===== src/rtl/if_pkg.sv =====
// Shared types and defaults for the instruction-fetch front end.
// fetch_entry_t is the default payload carried by the fetch queue.
package if_pkg;

  localparam int IF_XLEN = 64;
  localparam int IF_ILEN = 32;
  localparam logic [IF_XLEN-1:0] IF_RESET_PC = 64'h0;

  typedef struct packed {
    logic [IF_XLEN-1:0] pc;
    logic [IF_ILEN-1:0] inst;
  } fetch_entry_t;

endpackage


===== src/rtl/if_fifo.sv =====
// Synchronous DEPTH-entry FIFO with a single-cycle flush and an occupancy count.
// The caller guarantees no push when full and no pop when empty.
module if_fifo
  import if_pkg::*;
#(
  parameter int  DEPTH   = 4,
  parameter type entry_t = fetch_entry_t
) (
  input  logic                   clk,
  input  logic                   rst,
  input  logic                   flush,
  input  logic                   push,
  input  logic                   pop,
  input  entry_t                 push_data,
  output entry_t                 head,
  output logic [$clog2(DEPTH):0] count
);

  localparam int AW = $clog2(DEPTH);

  entry_t        mem_q [DEPTH];
  logic [AW-1:0] wr_ptr_q, wr_ptr_d;
  logic [AW-1:0] rd_ptr_q, rd_ptr_d;
  logic [AW:0]   count_q, count_d;

  // Flush discards everything, including a push arriving in the same cycle.
  always_comb begin
    wr_ptr_d = wr_ptr_q;
    rd_ptr_d = rd_ptr_q;
    count_d  = count_q;
    if (flush) begin
      wr_ptr_d = '0;
      rd_ptr_d = '0;
      count_d  = '0;
    end else begin
      if (push) wr_ptr_d = wr_ptr_q + AW'(1);
      if (pop)  rd_ptr_d = rd_ptr_q + AW'(1);
      count_d = count_q + (AW+1)'(push) - (AW+1)'(pop);
    end
  end

  always_ff @(posedge clk) begin
    if (!rst) begin
      wr_ptr_q <= '0;
      rd_ptr_q <= '0;
      count_q  <= '0;
    end else begin
      wr_ptr_q <= wr_ptr_d;
      rd_ptr_q <= rd_ptr_d;
      count_q  <= count_d;
    end
  end

  always_ff @(posedge clk) begin
    if (push && !flush) mem_q[wr_ptr_q] <= push_data;
  end

  assign head  = mem_q[rd_ptr_q];
  assign count = count_q;

endmodule


===== src/rtl/if_fetch_queue.sv =====
// Instruction-fetch front end: sequential PC generation, one-cycle memory
// requests, credit-throttled issue and a decode-facing queue with redirect flush.
module if_fetch_queue
  import if_pkg::*;
#(
  parameter int               XLEN     = IF_XLEN,
  parameter int               ILEN     = IF_ILEN,
  parameter logic [XLEN-1:0]  RESET_PC = XLEN'(IF_RESET_PC),
  parameter int               DEPTH    = 4
) (
  input  logic                   clk,
  input  logic                   rst,
  input  logic                   redirect_valid,
  input  logic [XLEN-1:0]        redirect_pc,
  output logic [XLEN-1:0]        inst_addr,
  output logic                   inst_ena,
  input  logic [ILEN-1:0]        inst_rdata,
  output logic                   out_valid,
  input  logic                   out_ready,
  output logic [XLEN-1:0]        out_pc,
  output logic [ILEN-1:0]        out_inst,
  output logic [$clog2(DEPTH):0] count
);

  localparam int CW = $clog2(DEPTH) + 1;

  typedef struct packed {
    logic [XLEN-1:0] pc;
    logic [ILEN-1:0] inst;
  } entry_t;

  logic [XLEN-1:0] pc_q, pc_d;
  logic [XLEN-1:0] rsp_pc_q, rsp_pc_d;
  logic            rsp_valid_q, rsp_valid_d;
  logic            push, pop, credit_ok;
  logic [CW:0]     occupancy;
  entry_t          push_entry, head;

  assign out_valid = rst & ~redirect_valid & (count != '0);
  assign pop       = out_valid & out_ready;

  // The response already in flight holds a credit, so issue only while
  // queued + in-flight - leaving entries stays below DEPTH.
  assign occupancy = (CW+1)'(count) + (CW+1)'(rsp_valid_q) - (CW+1)'(pop);
  assign credit_ok = occupancy < (CW+1)'(DEPTH);
  assign inst_ena  = rst & ~redirect_valid & credit_ok;
  assign inst_addr = pc_q;

  always_comb begin
    pc_d        = pc_q;
    rsp_pc_d    = rsp_pc_q;
    rsp_valid_d = 1'b0;
    if (redirect_valid) begin
      pc_d = redirect_pc & ~XLEN'(3);
    end else if (inst_ena) begin
      pc_d        = pc_q + XLEN'(4);
      rsp_pc_d    = pc_q;
      rsp_valid_d = 1'b1;
    end
  end

  always_ff @(posedge clk) begin
    if (!rst) begin
      pc_q        <= RESET_PC;
      rsp_pc_q    <= '0;
      rsp_valid_q <= 1'b0;
    end else begin
      pc_q        <= pc_d;
      rsp_pc_q    <= rsp_pc_d;
      rsp_valid_q <= rsp_valid_d;
    end
  end

  assign push       = rsp_valid_q & ~redirect_valid;
  assign push_entry = {rsp_pc_q, inst_rdata};

  if_fifo #(
    .DEPTH   (DEPTH),
    .entry_t (entry_t)
  ) u_fifo (
    .clk       (clk),
    .rst       (rst),
    .flush     (redirect_valid),
    .push      (push),
    .pop       (pop),
    .push_data (push_entry),
    .head      (head),
    .count     (count)
  );

  assign out_pc   = head.pc;
  assign out_inst = head.inst;

endmodule


===== config.mk =====
export PLATFORM = sky130hd
export DESIGN_NAME = if_fetch_queue
export DESIGN_NICKNAME = d
export VERILOG_FILES = /design/src/rtl/if_pkg.sv /design/src/rtl/if_fifo.sv /design/src/rtl/if_fetch_queue.sv
export SDC_FILE = /design/constraint.sdc
export NUM_CORES = 1
export LEC_CHECK = 0
export ABC_AREA = 1
export BUFFER_PORTS_ARGS = -buffer_cell sky130_fd_sc_hd__buf_2
export CAP_MARGIN = 5
export CORE_MARGIN = 3
export CORE_UTILIZATION = 62
export CTS_CLUSTER_SIZE = 25
export DETAILED_ROUTE_END_ITERATION = 10
export MAX_ROUTING_LAYER = met4
export PLACE_DENSITY = 0.84
export SYNTH_ARGS = -nofsm -noshare
export SYNTH_HDL_FRONTEND = slang
export SYNTH_SLANG_ARGS = --single-unit

===== constraint.sdc =====
create_clock -name clk -period 9.1 [get_ports clk]
set_input_delay 0 -clock clk [delete_from_list [all_inputs] [get_ports clk]]
set_output_delay 0 -clock clk [all_outputs]
set_load 0.02 [all_outputs]

Word-level counts from Yosys, hierarchy flattened
Memory sizes are Yosys's and may differ from the RTL's. A register that Yosys moved wholly into a read port is not among the register bits.
Cells that the tools add are included.
Storage, ports and cells
  flip-flop bits (word level): 136
  bits in writable memories: 384
  input bits: 100
  output and inout bits: 165
  word-level logic and storage cells: 36
  memories: 1
Memory list
  u_fifo.mem_q: depth 4, bits a word 96, rd ports 1, clocked after memory_dff 1, wr ports 1, line if_fifo.sv:21  | entry_t mem_q [DEPTH];
Operators by class
  add/subtract/negate cells: 7
  magnitude comparators: 1
  multiplexer cells: 7
  bitwise operators: 7
  reductions and logical operators: 6
Operator list (count)
  $mux W64: 2
  $add A64 B3 Y64 const B: 1
  $and A1 B1 Y1: 5
  $add A2 B1 Y2 const B: 2
  $add A3 B1 Y4: 1
  $lt A4 B3 Y1 const B: 1
  $mux W2: 2
  $sub A4 B1 Y4: 1
  $add A3 B1 Y3: 1
  $mux W1: 3
  $reduce_bool A3 Y1: 1
  $sub A3 B1 Y3: 1
  $not A1 Y1: 2
  $reduce_and A2 Y1: 1
  $reduce_bool A2 Y1: 1
  $reduce_or A2 Y1: 1
  $logic_and A1 B1 Y1: 1
  $logic_not A1 Y1: 1

Logic depth before layout (Yosys ltp)
  depth after elaboration: 9
  mapped depth: 20
  mapped depth without buffers: 19

By module
From an unflattened synthesis, not the netlist that was laid out.
Second synthesis, totals
  cell total of the unflattened synthesis: 2183
  area total of the unflattened synthesis: 21718.3 um^2
By module, submodules not included
  if_fifo: instances 1, cells an instance 1083, area each 14883.0 um^2, sequential area each 11711.2 um^2
  if_fetch_queue: instances 1, cells an instance 1100, area each 6835.3 um^2, sequential area each 2502.4 um^2

Least setup slack after synthesis
No wires, ideal clock.
  kind: register -> register
  from: register rsp_valid_q
  to: memory u_fifo.mem_q[0][0] (netlist bit), enable pin
  library setup time: 0.547 ns
  data arrival time: 4.502 ns
  required time: 8.553 ns
  setup slack: 4.051 ns
  cell stages (with the launch flop): 5
  path buffers: 0
  cells stage by stage: dfxtp_1 inv_1 nor2_1 inv_1 nor2_1
On the way
  longest elaborated chain between the ends: 4
Ends and longest elaborated chain
  start, declared: line if_fetch_queue.sv:34  | logic rsp_valid_q, rsp_valid_d;
  start signal, assigned: line if_fetch_queue.sv:70  | rsp_valid_q <= rsp_valid_d;
  $and A1 B1 Y1: line if_fetch_queue.sv:74  | assign push = rsp_valid_q & ~redirect_valid;
  net push: line if_fetch_queue.sv:35  | logic push, pop, credit_ok;
  $logic_and A1 B1 Y1: line if_fifo.sv:55  | if (push && !flush) mem_q[wr_ptr_q] <= push_data;
  $mux W1: line if_fifo.sv:55
  $mux W1 (not written as such): line if_fifo.sv:55
  end, declared: line if_fifo.sv:21
The timed path passes the listed nets, and every way through them passes these cells.

Worst setup path in the final report
  from: input rst
  to: output inst_ena
On the way
  longest elaborated chain between the ends: 6
Ends and longest elaborated chain
  start, declared: line if_fetch_queue.sv:12  | input logic rst,
  $and A1 B1 Y1 (2 in a row): line if_fetch_queue.sv:39  | assign out_valid = rst & ~redirect_valid & (count != '0);
  $and A1 B1 Y1: line if_fetch_queue.sv:40  | assign pop = out_valid & out_ready;
  net pop: line if_fetch_queue.sv:35
  $sub A4 B1 Y4: line if_fetch_queue.sv:44  | assign occupancy = (CW+1)'(count) + (CW+1)'(rsp_valid_q) - (CW+1)'(pop);
  $lt A4 B3 Y1: line if_fetch_queue.sv:45  | assign credit_ok = occupancy < (CW+1)'(DEPTH);
  $and A1 B1 Y1: line if_fetch_queue.sv:46  | assign inst_ena = rst & ~redirect_valid & credit_ok;
  end, declared: line if_fetch_queue.sv:16  | output logic inst_ena,
The timed path passes the listed nets, and every way through them passes these cells.

==> metrics <==
FMAX=195 MHz; final hold violation count=0; max-cap viol count=0; register clock-pin slew on the reported worst setup and hold paths=60 ps; Avg Inst Size Synth=10.1 um2; Crit Path Max Fanout=79; # diodes=0; CTS tree=done; switch share=22.8%; CP max stage cell=buf_4; DRC errors left=0; Post-synth EDFFs=376; placed insts=2708; clock buffer depth=3; asr flop ratio synth=0%; slowest stage delay, CP=about 770 ps; post-route ant nets=0; register area=14000 um2; initial antenna violation count=0; VDD IR max=141 uV; CP top delay family=buffers and inverters; area of all placed cells without fillers=around 25000 um2; CTS sink cnt=510; Final Power=0.00496 W; most frequent cells in the layout=376 x edfxtp_1, 372 x nor2_1, 327 x nand2_1, 262 x o21ai_0, 258 x buf_2; status=finished clean; nets=2516; Layout Skew=approximately 15 ps; I/O pins=265; Seq pwr share=approximately 53%; Port-buffer cells=258; leakage=just under 10 nW; Crit. End Element=primary output; Final Non-Filler Cells=2894; H-Tree Depth=2; first-pass GRT wire length=89600 um; RSZ-0062 raised after global routing=no; drt pass-1 iters=6; Yosys cell types=33; reg2reg start=u_fifo.count[1]$_SDFF_PP0_; register area share after synthesis=~66%; layout cell share with drive strength beyond 1=15.2%; Slew @ Worst Pin=1040 ps; Crit path arrival time=~5100 ps; critical path required time=roughly 9100 ps; row count=67; cell area after synthesis=21200 um2; Final GP Congestion=0.963; Placed Area=22700 um2; switching pwr=roughly 0.0011 W; PD cells=between 150 and 200 nW/um2; hold depth=4; HP Class=in2reg; clock root cell=clkbuf_16; final hold slack=130 ps; CP cell instances=buf_2 -> buf_4 -> inv_2 -> nor2_4 -> inv_1 -> a31oi_1 -> nand2_1 -> inv_1 -> ha_1 -> inv_1 -> ha_1 -> nand3_1 -> nand2_1 -> nand2_1 -> nand3_2 -> buf_4 -> inv_4 -> buf_4 -> buf_2; post-DR wirelength/cell=approximately 20 um; worst reg2reg endpoint=rsp_pc_q[62]$_SDFFE_PN0P_; Detailed Route WL=58600 um; Clock Latency Late Sink=570 ps; Int Power=0.00383 W; setup TNS=0 ps; yosys warns=0; CORE AREA=33600 um2; largest net degree at the start of global routing=106; Layout area overhead=19.4%; Seq cells post-synth=510; most common cell after layout, fill and taps aside=edfxtp_1; total CTS buffers=49; Worst Setup Path Type=in2out; starting density of the core=63.0%; Clock Power Share=40.7%; WP buf/inv=10; Worst Hold Launch=rst; crit share post-route=a little under three fifths; hold path endpoint=inst_addr[22]$_SDFFE_PN0P_; Resized cells post-CTS=0; flop2flop setup slack=5060 ps; HPWL Detailed=35200 um; vias in the first global route=16200; Gate power share=6.4%; vias=between 15000 and 20000; vias per inst=~5.9; Top FF cell, synth=edfxtp_1; slew margin rel.=30.9%; multi-input logic area=between 6000 and 7000 um2; cell depth of the worst flop-to-flop path=16; fillcell total=2123; Final Max Slew Viols=0; grt ovf=0; die height=191 um; Tmin final=5130 ps; endpoints failing setup=0; CP Launch Type=input port; die width=about 190 um; 1st-iter DRT viols=1750; die area=36400 um2; gr usage total=32.6%; Mapped Cells=2094
-- Yosys cell counts, types with 12 or more instances --
cell	count	area, um2
o21ai_0	262	1310
nor2_1	376	1410
edfxtp_1	376	11300
dfxtp_1	134	2680
xor2_1	15	131
buf_2	27	135
o21bai_1	12	90.1
nand2_1	327	1230
a21oi_1	86	430
inv_1	133	499
o22ai_1	94	588
nand3_1	111	556
clkbuf_1	74	278
-- tightest hold or removal path: cells and delay by family --
kind | cells | cell delay (ps)
buf+inv | 3 | 460
simple gates | 1 | 160
-- cell families after synthesis --
| group | Yosys count | synth area share, % |
|---|---|---|
| buffers and inverters | 251 | 4.81 |
| adder cells (fa/ha/maj) | 10 | 0.627 |
| other | 1 | 0.0177 |
| flip-flops | 510 | 66.0 |
| AO/OA/AOI/OAI | 469 | 11.9 |
| XOR/XNOR | 20 | 0.828 |
| AND/OR/NAND/NOR | 833 | 15.8 |
-- sequential cells by signal, indices dropped and copies added, names as in the netlist, named ones only --
name             flops
inst_addr           62
rsp_pc_q            62
u_fifo.rd_ptr_q      2
u_fifo.count         3
u_fifo.wr_ptr_q      2
u_fifo.mem_q       376
rsp_valid_q          1
-- through the flow --
stage / utilization (%) / setup WS [ps]
after CTS: 75.2 / 3990
after detailed placement: 67.5 / 3910
after global placement: 67.5 / 3990
final: 75.2 / 3970
after global routing: 75.2 / 3530
after floorplan: - / 4050
-- repair_timing --
| action | CTS | global route |
|---|---|---|
| hold buffers | 95 | 0 |
| setup buffers | 0 | 0 |
| setup endpoints to repair | 0 | 0 |
| hold endpoints to repair | 194 | 0 |
-- cell type report --
class	instances	area share, %
multi-input combinational	1336	24.6
inverter	138	2.07
timing repair buffer	371	9.41
tap	448	2.22
clock inverter	28	1.13
clock buffer	63	5.26
sequential	510	55.3
-- how the worst max path moves through the flow --
stage	from	end	depth (start not counted)	slack, ps
5_1_grt	rst	inst_ena	19	3530
6_report	rst	inst_ena	19	3970
4_1_cts	rst	inst_ena	19	3990
3_5_place_dp	rst	inst_addr[24]$_SDFFE_PN0P_	22	3910
2_1_floorplan	rsp_valid_q$_SDFF_PP0_	u_fifo.mem_q[0][0]$_DFFE_PP_	4	4050
3_3_place_gp	rst	inst_addr[24]$_SDFFE_PN0P_	22	3990
-- power by group through the flow --
stage | combinational, W | sequential, W | clock, W
finish | 0.000316 | 0.00263 | 0.00202
global route | 0.000344 | 0.00263 | 0.00212
CTS | 0.000310 | 0.00262 | 0.00203
detailed placement | 0.000275 | 0.00267 | 0
global placement | 0.000268 | 0.00267 | 0
floorplan | 0.000151 | 0.00267 | 0
-- layer usage --
layer / share of wire (%) / track usage, % / vias up
met5: 0 / - / -
li1: - / - / 7821
met1: 39 / 43.3 / 8081
met4: 3.0 / 10.1 / 0
met2: 48 / 52.3 / 953
met3: 9.8 / 5.53 / 116
(Power assumes the default switching activity.)
